## config.mk

```make
export PLATFORM = sky130hd
export DESIGN_NAME = pc_fetch_ctrl_flat
export DESIGN_NICKNAME = d
export VERILOG_FILES = /design/src/rtl/cpu_pkg.sv /design/src/rtl/pc_fetch_ctrl_if.sv /design/src/rtl/branch_cond_eval.sv /design/src/rtl/pc_fetch_ctrl.sv /design/src/flat_wrapper.sv
export SDC_FILE = /design/constraint.sdc
export NUM_CORES = 1
export LEC_CHECK = 0
export BUFFER_PORTS_ARGS = -buffer_cell sky130_fd_sc_hd__buf_2
export CORE_ASPECT_RATIO = 1.1
export CORE_MARGIN = 4
export CORE_UTILIZATION = 47
export CTS_CLUSTER_SIZE = 25
export DETAILED_ROUTE_END_ITERATION = 8
export HOLD_SLACK_MARGIN = 0.02
export PLACE_DENSITY = 0.82
export SLEW_MARGIN = 20
export SYNTH_ARGS = -nofsm -noshare
export SYNTH_HDL_FRONTEND = slang
export SYNTH_SLANG_ARGS = --single-unit
```

## constraint.sdc

```tcl
create_clock -name clk -period 2.13 [get_ports clk]
set_input_delay 0.426 -clock clk [delete_from_list [all_inputs] [get_ports clk]]
set_output_delay 0.426 -clock clk [all_outputs]
set_load 0.02 [all_outputs]
```

## src/rtl/cpu_pkg.sv

```systemverilog
// Shared CPU definitions: condition codes, flag bit positions, fetch FSM states,
// and the default reset PC.
package cpu_pkg;
   typedef enum logic [2:0] {
      CC_NE     = 3'b000,
      CC_EQ     = 3'b001,
      CC_GT     = 3'b010,
      CC_LT     = 3'b011,
      CC_GE     = 3'b100,
      CC_LE     = 3'b101,
      CC_OV     = 3'b110,
      CC_UNCOND = 3'b111
   } cc_e;

   localparam int FLAG_V = 2;
   localparam int FLAG_N = 1;
   localparam int FLAG_Z = 0;

   typedef enum logic [1:0] {
      ST_FETCH,
      ST_HOLD,
      ST_DRAIN,
      ST_HALTED
   } fetch_state_e;

   localparam logic [15:0] RESET_PC_DEFAULT = 16'h0000;
endpackage

```

## src/rtl/pc_fetch_ctrl_if.sv

```systemverilog
// Instruction-memory fetch handshake: request/address out, ready/data back.
interface pc_fetch_ctrl_if;
   logic        imem_req;
   logic [15:0] imem_addr;
   logic        imem_ready;
   logic [15:0] imem_data;

   modport master (output imem_req, output imem_addr, input imem_ready, input imem_data);
   modport slave  (input imem_req, input imem_addr, output imem_ready, output imem_data);
endinterface

```

## src/rtl/branch_cond_eval.sv

```systemverilog
// Branch condition evaluator: ccc code against the {V,N,Z} flags.
module branch_cond_eval
   import cpu_pkg::*;
(
   input  logic [2:0] br_cond,
   input  logic [2:0] flags,
   output logic       cond_true
);
   logic v, n, z;
   assign v = flags[FLAG_V];
   assign n = flags[FLAG_N];
   assign z = flags[FLAG_Z];

   always_comb begin
      cond_true = 1'b0;
      case (cc_e'(br_cond))
         CC_NE:     cond_true = ~z;
         CC_EQ:     cond_true = z;
         CC_GT:     cond_true = ~z & ~n;
         CC_LT:     cond_true = n;
         CC_GE:     cond_true = z | (~z & ~n);
         CC_LE:     cond_true = z | n;
         CC_OV:     cond_true = v;
         CC_UNCOND: cond_true = 1'b1;
         default:   cond_true = 1'b0;
      endcase
   end
endmodule

```

## src/rtl/pc_fetch_ctrl.sv

```systemverilog
// Fetch-stage controller: owns the PC, sequences the imem handshake, resolves
// branches from decode, and absorbs stall and HLT.
module pc_fetch_ctrl
   import cpu_pkg::*;
#(
   parameter logic [15:0] RESET_PC = RESET_PC_DEFAULT
) (
   input  logic                   clk,
   input  logic                   rst_n,
   pc_fetch_ctrl_if.master        imem,
   input  logic                   stall,
   input  logic                   br_valid,
   input  logic [2:0]             br_cond,
   input  logic                   br_is_reg,
   input  logic [8:0]             br_offset,
   input  logic [15:0]            br_reg,
   input  logic [15:0]            br_pc_plus2,
   input  logic [2:0]             flags,
   input  logic                   halt,
   output logic [15:0]            pc,
   output logic                   if_valid,
   output logic [15:0]            if_instr,
   output logic [15:0]            if_pc_plus2,
   output logic                   flush,
   output logic                   halted
);
   fetch_state_e state_q, state_d;
   logic [15:0]  pc_q, pc_d;
   logic [15:0]  drain_addr_q, drain_addr_d;
   logic         halt_pend_q, halt_pend_d;
   logic         req_en_q, req_en_d;
   logic         if_valid_q, if_valid_d;
   logic [15:0]  if_instr_q, if_instr_d;
   logic [15:0]  if_pc2_q, if_pc2_d;

   logic        cond_true, req, wait_rsp, resolving, taken, halt_go;
   logic [15:0] target, pc_inc;

   branch_cond_eval u_cond (.br_cond(br_cond), .flags(flags), .cond_true(cond_true));

   assign target = br_is_reg ? br_reg
                             : br_pc_plus2 + {{6{br_offset[8]}}, br_offset, 1'b0};
   assign pc_inc = pc_q + 16'd2;

   // req_en_q keeps the request low until the first edge after reset release.
   assign req       = req_en_q & (state_q == ST_FETCH || state_q == ST_DRAIN);
   assign wait_rsp  = req & ~imem.imem_ready;
   assign resolving = (state_q == ST_FETCH) || (state_q == ST_HOLD);
   assign taken     = resolving & br_valid & cond_true;
   assign halt_go   = resolving & halt & ~taken;

   assign imem.imem_req  = req;
   assign imem.imem_addr = (state_q == ST_DRAIN) ? drain_addr_q : pc_q;
   assign flush          = taken;
   assign pc             = pc_q;
   assign if_valid       = if_valid_q;
   assign if_instr       = if_instr_q;
   assign if_pc_plus2    = if_pc2_q;
   assign halted         = (state_q == ST_HALTED);

   always_comb begin
      state_d      = state_q;
      pc_d         = pc_q;
      drain_addr_d = drain_addr_q;
      halt_pend_d  = halt_pend_q;
      req_en_d     = 1'b1;
      if_valid_d   = if_valid_q;
      if_instr_d   = if_instr_q;
      if_pc2_d     = if_pc2_q;
      case (state_q)
         ST_FETCH: begin
            if (taken) begin
               pc_d       = target;
               if_valid_d = 1'b0;
               if (wait_rsp) begin
                  state_d      = ST_DRAIN;
                  drain_addr_d = pc_q;
                  halt_pend_d  = 1'b0;
               end
            end else if (halt_go) begin
               if_valid_d = 1'b0;
               if (wait_rsp) begin
                  state_d      = ST_DRAIN;
                  drain_addr_d = pc_q;
                  halt_pend_d  = 1'b1;
               end else begin
                  state_d = ST_HALTED;
               end
            end else if (req && imem.imem_ready) begin
               if_valid_d = 1'b1;
               if_instr_d = imem.imem_data;
               if_pc2_d   = pc_inc;
               if (stall) state_d = ST_HOLD;
               else       pc_d    = pc_inc;
            end else if (!stall) begin
               // decode consumed what it had; nothing new arrived
               if_valid_d = 1'b0;
            end
         end
         ST_HOLD: begin
            if (taken) begin
               pc_d       = target;
               if_valid_d = 1'b0;
               state_d    = ST_FETCH;
            end else if (halt_go) begin
               if_valid_d = 1'b0;
               state_d    = ST_HALTED;
            end else if (!stall) begin
               pc_d       = pc_inc;
               if_valid_d = 1'b0;
               state_d    = ST_FETCH;
            end
         end
         ST_DRAIN: begin
            if (imem.imem_ready) state_d = halt_pend_q ? ST_HALTED : ST_FETCH;
         end
         default: ;
      endcase
   end

   always_ff @(posedge clk or negedge rst_n) begin
      if (!rst_n) begin
         state_q      <= ST_FETCH;
         pc_q         <= RESET_PC;
         drain_addr_q <= '0;
         halt_pend_q  <= 1'b0;
         req_en_q     <= 1'b0;
         if_valid_q   <= 1'b0;
         if_instr_q   <= '0;
         if_pc2_q     <= '0;
      end else begin
         state_q      <= state_d;
         pc_q         <= pc_d;
         drain_addr_q <= drain_addr_d;
         halt_pend_q  <= halt_pend_d;
         req_en_q     <= req_en_d;
         if_valid_q   <= if_valid_d;
         if_instr_q   <= if_instr_d;
         if_pc2_q     <= if_pc2_d;
      end
   end
endmodule
```

## src/flat_wrapper.sv

```systemverilog
// flat-port wrapper written by rule: the top's interface ports become plain ports
module pc_fetch_ctrl_flat import cpu_pkg::*;
#(
   parameter logic [15:0] RESET_PC = RESET_PC_DEFAULT
)
  (clk, rst_n, stall, br_valid, br_cond, br_is_reg, br_offset, br_reg, br_pc_plus2, flags, halt, pc, if_valid, if_instr, if_pc_plus2, flush, halted, imem_imem_req, imem_imem_addr, imem_imem_ready, imem_imem_data);
  pc_fetch_ctrl_if imem_i ();
  input  logic clk;
  input  logic rst_n;
  input  logic stall;
  input  logic br_valid;
  input  logic [2:0] br_cond;
  input  logic br_is_reg;
  input  logic [8:0] br_offset;
  input  logic [15:0] br_reg;
  input  logic [15:0] br_pc_plus2;
  input  logic [2:0] flags;
  input  logic halt;
  output logic [15:0] pc;
  output logic if_valid;
  output logic [15:0] if_instr;
  output logic [15:0] if_pc_plus2;
  output logic flush;
  output logic halted;
  output wire logic [$bits(imem_i.imem_req)-1:0] imem_imem_req;
  output wire logic [$bits(imem_i.imem_addr)-1:0] imem_imem_addr;
  input wire logic [$bits(imem_i.imem_ready)-1:0] imem_imem_ready;
  input wire logic [$bits(imem_i.imem_data)-1:0] imem_imem_data;
  assign imem_imem_req = imem_i.imem_req;
  assign imem_imem_addr = imem_i.imem_addr;
  assign imem_i.imem_ready = imem_imem_ready;
  assign imem_i.imem_data = imem_imem_data;
  pc_fetch_ctrl #(.RESET_PC(RESET_PC)) u_core (.clk(clk), .rst_n(rst_n), .imem(imem_i), .stall(stall), .br_valid(br_valid), .br_cond(br_cond), .br_is_reg(br_is_reg), .br_offset(br_offset), .br_reg(br_reg), .br_pc_plus2(br_pc_plus2), .flags(flags), .halt(halt), .pc(pc), .if_valid(if_valid), .if_instr(if_instr), .if_pc_plus2(if_pc_plus2), .flush(flush), .halted(halted));
endmodule
```

Word level (Yosys, flattened, before mapping)
Index checks and enable logic that the tools add are counted.

cells by class
  $add $sub $neg = 2
  equality and inequality tests = 18
  mux-type cells = 36
  bitwise gates (word level) = 14
  reduce and logical (&&, ||, !) cells = 13

operators by type and width
  kind                                                    count
  two-way mux 16 bit                                      11
  case mux 16 bit (2 select lines)                        1
  two-way mux 2 bit                                       10
  adder 16 bit                                            1
  adder 16 x 2 -> 16 bit (second input constant)          1
  equality test 3 bit (second input constant)             4
  inequality test 3 x 2 -> 1 bit (second input constant)  4
  inequality test 4 x 2 -> 1 bit (second input constant)  3
  two-way mux 1 bit                                       11
  case mux 1 bit (8 select lines)                         1
  AND reduction 4 bit                                     2
  bitwise AND 1 bit                                       7
  equality test 3 x 2 -> 1 bit (second input constant)    2
  case mux 2 bit (3 select lines)                         1
  AND reduction 6 bit                                     1
  NOT 1 bit                                               5
  equality test 2 bit (second input constant)             2
  nonzero test 2 bit                                      2
  equality test 3 x 1 -> 1 bit (second input constant)    1
  logical NOT 3 bit                                       1
  AND reduction 3 bit                                     1
  nonzero test 3 bit                                      1
  equality test 2 x 1 -> 1 bit (second input constant)    1
  logical NOT 2 bit                                       1
  6 further kinds                                         8

word-level totals
  register bits = 69
  bits of input ports = 70
  output and inout bits = 68
  word-level logic and storage cells = 91

Longest topological paths before layout
  word-level depth = 10
  gate-level depth with buffers = 9
  depth with buffers taken out = 9

By module
Synthesis repeated with hierarchy kept, for this count alone.

unflattened totals
  cells, all modules = 433
  area total of the unflattened synthesis = 4,383.0 µm²

modules (own cells, without submodules)
  module            instances  cells each  area an instance (µm²)  sequential area each (µm²)
  pc_fetch_ctrl     1          422         4,306.6                 1,726.7
  branch_cond_eval  1          11          76.3                    0.0

Least setup slack after synthesis
Ideal clock, no wire load.

  kind = input-to-reg
  start = input br_cond[1]
  end = register u_core.if_instr_q[10], in the netlist u_core.if_instr[10]
  setup time = 127 ps
  data arrival time = 2,132 ps
  data required time = 2,003 ps
  setup slack = -130 ps
  stages = 7
  path buffers = 1
  cell sequence = or3b_1 > a311oi_1 > a211o_2 > inv_2 > nor3_4 > buf_6 > mux2_1

on the way
  longest elaborated chain between the ends = 7
  elaborated cells between the ends (all ways) = 14
  those cells by class = eq/ne: 7; mux: 1; bitwise: 4; reduce/logical: 2

ends and longest elaborated chain
  item                                         line                    text
  start, declared                              flat_wrapper.sv:12      input logic [2:0] br_cond;
  equality test 3 bit (tied with other cells)  branch_cond_eval.sv:16  case (cc_e'(br_cond))
  case mux 1 bit (8 select lines) *            branch_cond_eval.sv:16
  bitwise AND 1 bit *                          pc_fetch_ctrl.sv:49     assign taken = resolving & br_valid & cond_true;
  NOT 1 bit *                                  pc_fetch_ctrl.sv:50     assign halt_go = resolving & halt & ~taken;
  bitwise AND 1 bit                            pc_fetch_ctrl.sv:50
  NOT 1 bit (no source line)                   -
  AND reduction 4 bit (no source line) *       -
  end signal, assigned                         pc_fetch_ctrl.sv:138    if_instr_q <= if_instr_d;
  end, declared                                pc_fetch_ctrl.sv:33     logic [15:0] if_instr_q, if_instr_d;

Mark *: on every way between the ends. The rest lies on a longest branch, timed or not.
A chain may end at the register's enable or synchronous reset.

Worst setup path after layout
  start = register u_core.state_q[1]
  end = output imem_imem_addr[4]

on the way
  longest elaborated chain between the ends = 2

ends and longest elaborated chain
  item                    line                  text
  start, declared         pc_fetch_ctrl.sv:27   fetch_state_e state_q, state_d;
  start signal, assigned  pc_fetch_ctrl.sv:132  state_q <= state_d;
  equality test 2 bit     pc_fetch_ctrl.sv:53   assign imem.imem_addr = (state_q == ST_DRAIN) ? drain_addr_q : pc_q;
  two-way mux 16 bit      pc_fetch_ctrl.sv:53
  end, declared           flat_wrapper.sv:26    output wire logic [$bits(imem_i.imem_addr)-1:0] imem_imem_addr;

No other way between the ends.

==> results.txt <==
drc violations -> 0
crit-path max FO -> 10
max cap viols -> 0
Worst Path Required -> 1700 ps
setup tns final -> -190 ps
Multi-input gate area -> 2620 um^2
WL/cell -> 17.2 um
Mapped Avg Cell Area -> 9.86 um^2
most frequent cells in the layout -> 129 x buf_2, 69 x dfrtp_1, 49 x buf_4
Initial Util -> 48.3%
failing checks -> setup timing
Most Used Layer, Global Route -> met2
CTS Buf Count -> 9
drt via density -> 5.52
most common cell after layout, fill and taps aside -> buf_2
Total GRT Usage -> 22.4%
io pins -> 138
fin crit share -> 101%
Total Wirelength -> 12.8 mm
Worst Skew -> 8.28 ps
Worst Tran Pin Value -> 652 ps
GRT met1 Usage -> 27.0%
number of synthesized flops with an enable pin -> 0
Final nets -> 712
RSZ-0062 raised after global routing -> yes
Routability Congestion -> 0.848
Post-Syn Area -> 4310 um^2
DRT antenna net count -> 0
CTS HTree Levels -> 3
Hold WS -> 81.1 ps
vias in the first global route -> 4,034
worst skew pair latency -> 360 ps
# diodes -> 0
Iteration-0 DRC Markers -> 310
area delta synth->final -> 40.7%
clk buf depth -> 2
pre-CTS setup slack -> -148 ps
Clk pin slew, worst setup/hold paths -> 70 ps
detailed placement HPWL -> 8.85 mm
Vias -> 4,089
Die X -> 99.3 um
Fin. Hold Viols -> 0
post-layout power -> 8.27 mW
Mapped Nets -> 527
Startpoint Class -> flip-flop
CTS sink cnt -> 69
Yosys warning total -> 0
Core Area -> 8920 um^2
hold buffer count at cts -> 0
initial antenna violation count -> 0
Die H -> 108 um
first-pass GRT wire length -> 19.2 mm
synthesized netlist cell count -> 437
sequential share of the synthesized area -> 40.1%
Final Critical Period -> 2150 ps
full die area -> 10,800 um^2
Synth Flop Type -> dfrtp_1
Final Max Slew Viols -> 0
met2 Use GR -> 37.2%
Yosys reg bits -> 69
CTS tree -> yes
Root Driver -> clkbuf_8
First-pass DRT Iterations -> 5
Final Worst Setup Slack -> -21.8 ps
kind of critical path -> flip-flop to output port
Worst setup EP type -> output port
relative slew slack -> 56.6%
Cell Count, Final, Fillers Out -> 741
Max VDD drop -> 0.000450 V
flip-flop and latch area -> 1730 um^2
WP data arrival -> 1730 ps
Final setup viols -> 24
fmax -> 465 MHz
Async SR Flop Fraction -> 100%
Leakage -> 2.89 nW
fillers -> 683
row count -> 36
largest net degree at the start of global routing -> 30
status -> complete, but fails checks
number of port buffers -> 137
Hold WC Path Type -> input pin to asynchronous set/reset pin
Unique masters post-synth -> 57
dpl cells -> 706
grt met3 use -> 6.32%
share of layout cells above drive strength 1 -> 46.6%
Pwr Density -> 1370 nW/um^2
grt ovf -> 0
critical path, stage by stage (launching register included):
cell	delay [ps]
dfrtp_1	410
buf_6	120
ha_4	160
buf_12	140
mux2_2	360
buf_4	160
area by class of cell:
cell class	count	area share [%]
multi-input combinational	331	43.3
sequential	69	28.5
timing repair buffer	197	22.1
clock buffer	15	2.75
tap	114	2.35
inverter	14	0.950
clock inverter	1	0.0826
sequential cells by signal, indices dropped and copies added (netlist names):
name and count:
u_core.req_en_q 1, u_core.state_q 2, u_core.if_valid 1, u_core.halt_pend_q 1
u_core.if_instr 16, u_core.pc 16, u_core.drain_addr_q 16, u_core.if_pc_plus2 16
logic make-up after synthesis:
kind of cell / after synthesis / share of synthesized area (%)
AO/OA/AOI/OAI: 102 / 14.7
AND/OR/NAND/NOR: 119 / 13.9
other: 1 / 0.0870
flip-flops: 69 / 40.1
multiplexers: 58 / 15.0
adder cells (fa/ha/maj): 20 / 5.98
XOR/XNOR: 31 / 6.30
buffers and inverters: 37 / 3.98
through the flow:
stage / cell area [um^2] / utilization, %
floorplan: 4390 / -
global placement: 5450 / 61.1
detailed placement: 5450 / 61.1
CTS: 5750 / 64.4
global route: 6060 / 68.0
finish: 6060 / 68.0
report_power, final:
group          switching [mW]  total [mW]  leakage [nW]  internal (mW)
sequential              0.498        2.45         0.821           1.95
clock                   0.484       0.971        0.0877          0.487
combinational            2.65        4.86          1.98           2.21
total                    3.63        8.27          2.89           4.65
routing by layer:
layer  routed length, um  share of wire (%)
met2                6360                 50
met1                5200                 41
met3                 935                7.3
met4                 272                2.1
met5                   0                  0
worst paths after layout:
| check | slack, ps | from | cells after the start | end |
|---|---|---|---|---|
| max | -20 | u_core.state_q[1] | 5 | imem_imem_addr[4] |
| min | 80 | rst_n | 1 | u_core.req_en_q |
| max reg2reg | -20 | u_core.state_q[0] | 11 | u_core.if_instr[10] |
| min reg2reg | 490 | u_core.if_instr[10] | 1 | u_core.if_instr[10] |
| max in group asynchronous | 1290 | rst_n | 2 | u_core.if_instr[6] |
| min in group clk | 290 | imem_imem_data[10] | 2 | u_core.if_instr[10] |
repair_timing:
action | CTS | global route
pin swaps | 0 | 6
resized for setup | 13 | 45
setup endpoints to repair | 18 | 70
buffers inserted | 6 | 7
gates cloned | 1 | 5
cell usage after synthesis (2+ instances only):
master    number  area share [%]
a311oi_1       2            0.41
o211ai_1       3            0.52
nand2_1       29             2.5
a21oi_1       33             3.8
buf_4          4            0.70
mux2_2        38             9.9
a211o_1        2            0.41
nand3_1       14             1.6
o21ai_0       23             2.7
inv_1         12             1.0
ha_1          19             5.5
buf_1          3            0.26
o22ai_1        3            0.44
nand4_1        6            0.87
xnor2_1       19             3.9
or2_2          2            0.29
xor2_1        12             2.4
or3_1          6            0.87
and4_1         3            0.61
nand2b_1       5            0.73
mux2_1        13             3.4
clkbuf_1      12             1.0
buf_6          2            0.52
mux2i_1        7             1.6
o31ai_1        2            0.35
nor3_1         7            0.81
buf_2          2            0.23
or3b_1         2            0.41
o21a_1         5            0.87
a31oi_1        8             1.2
nor2_1        30             2.6
and3_1         8             1.2
dfrtp_1       69              40
and2_1         2            0.29
a21o_1         8             1.4
No activity file was read; power rests on OpenSTA's default activity.
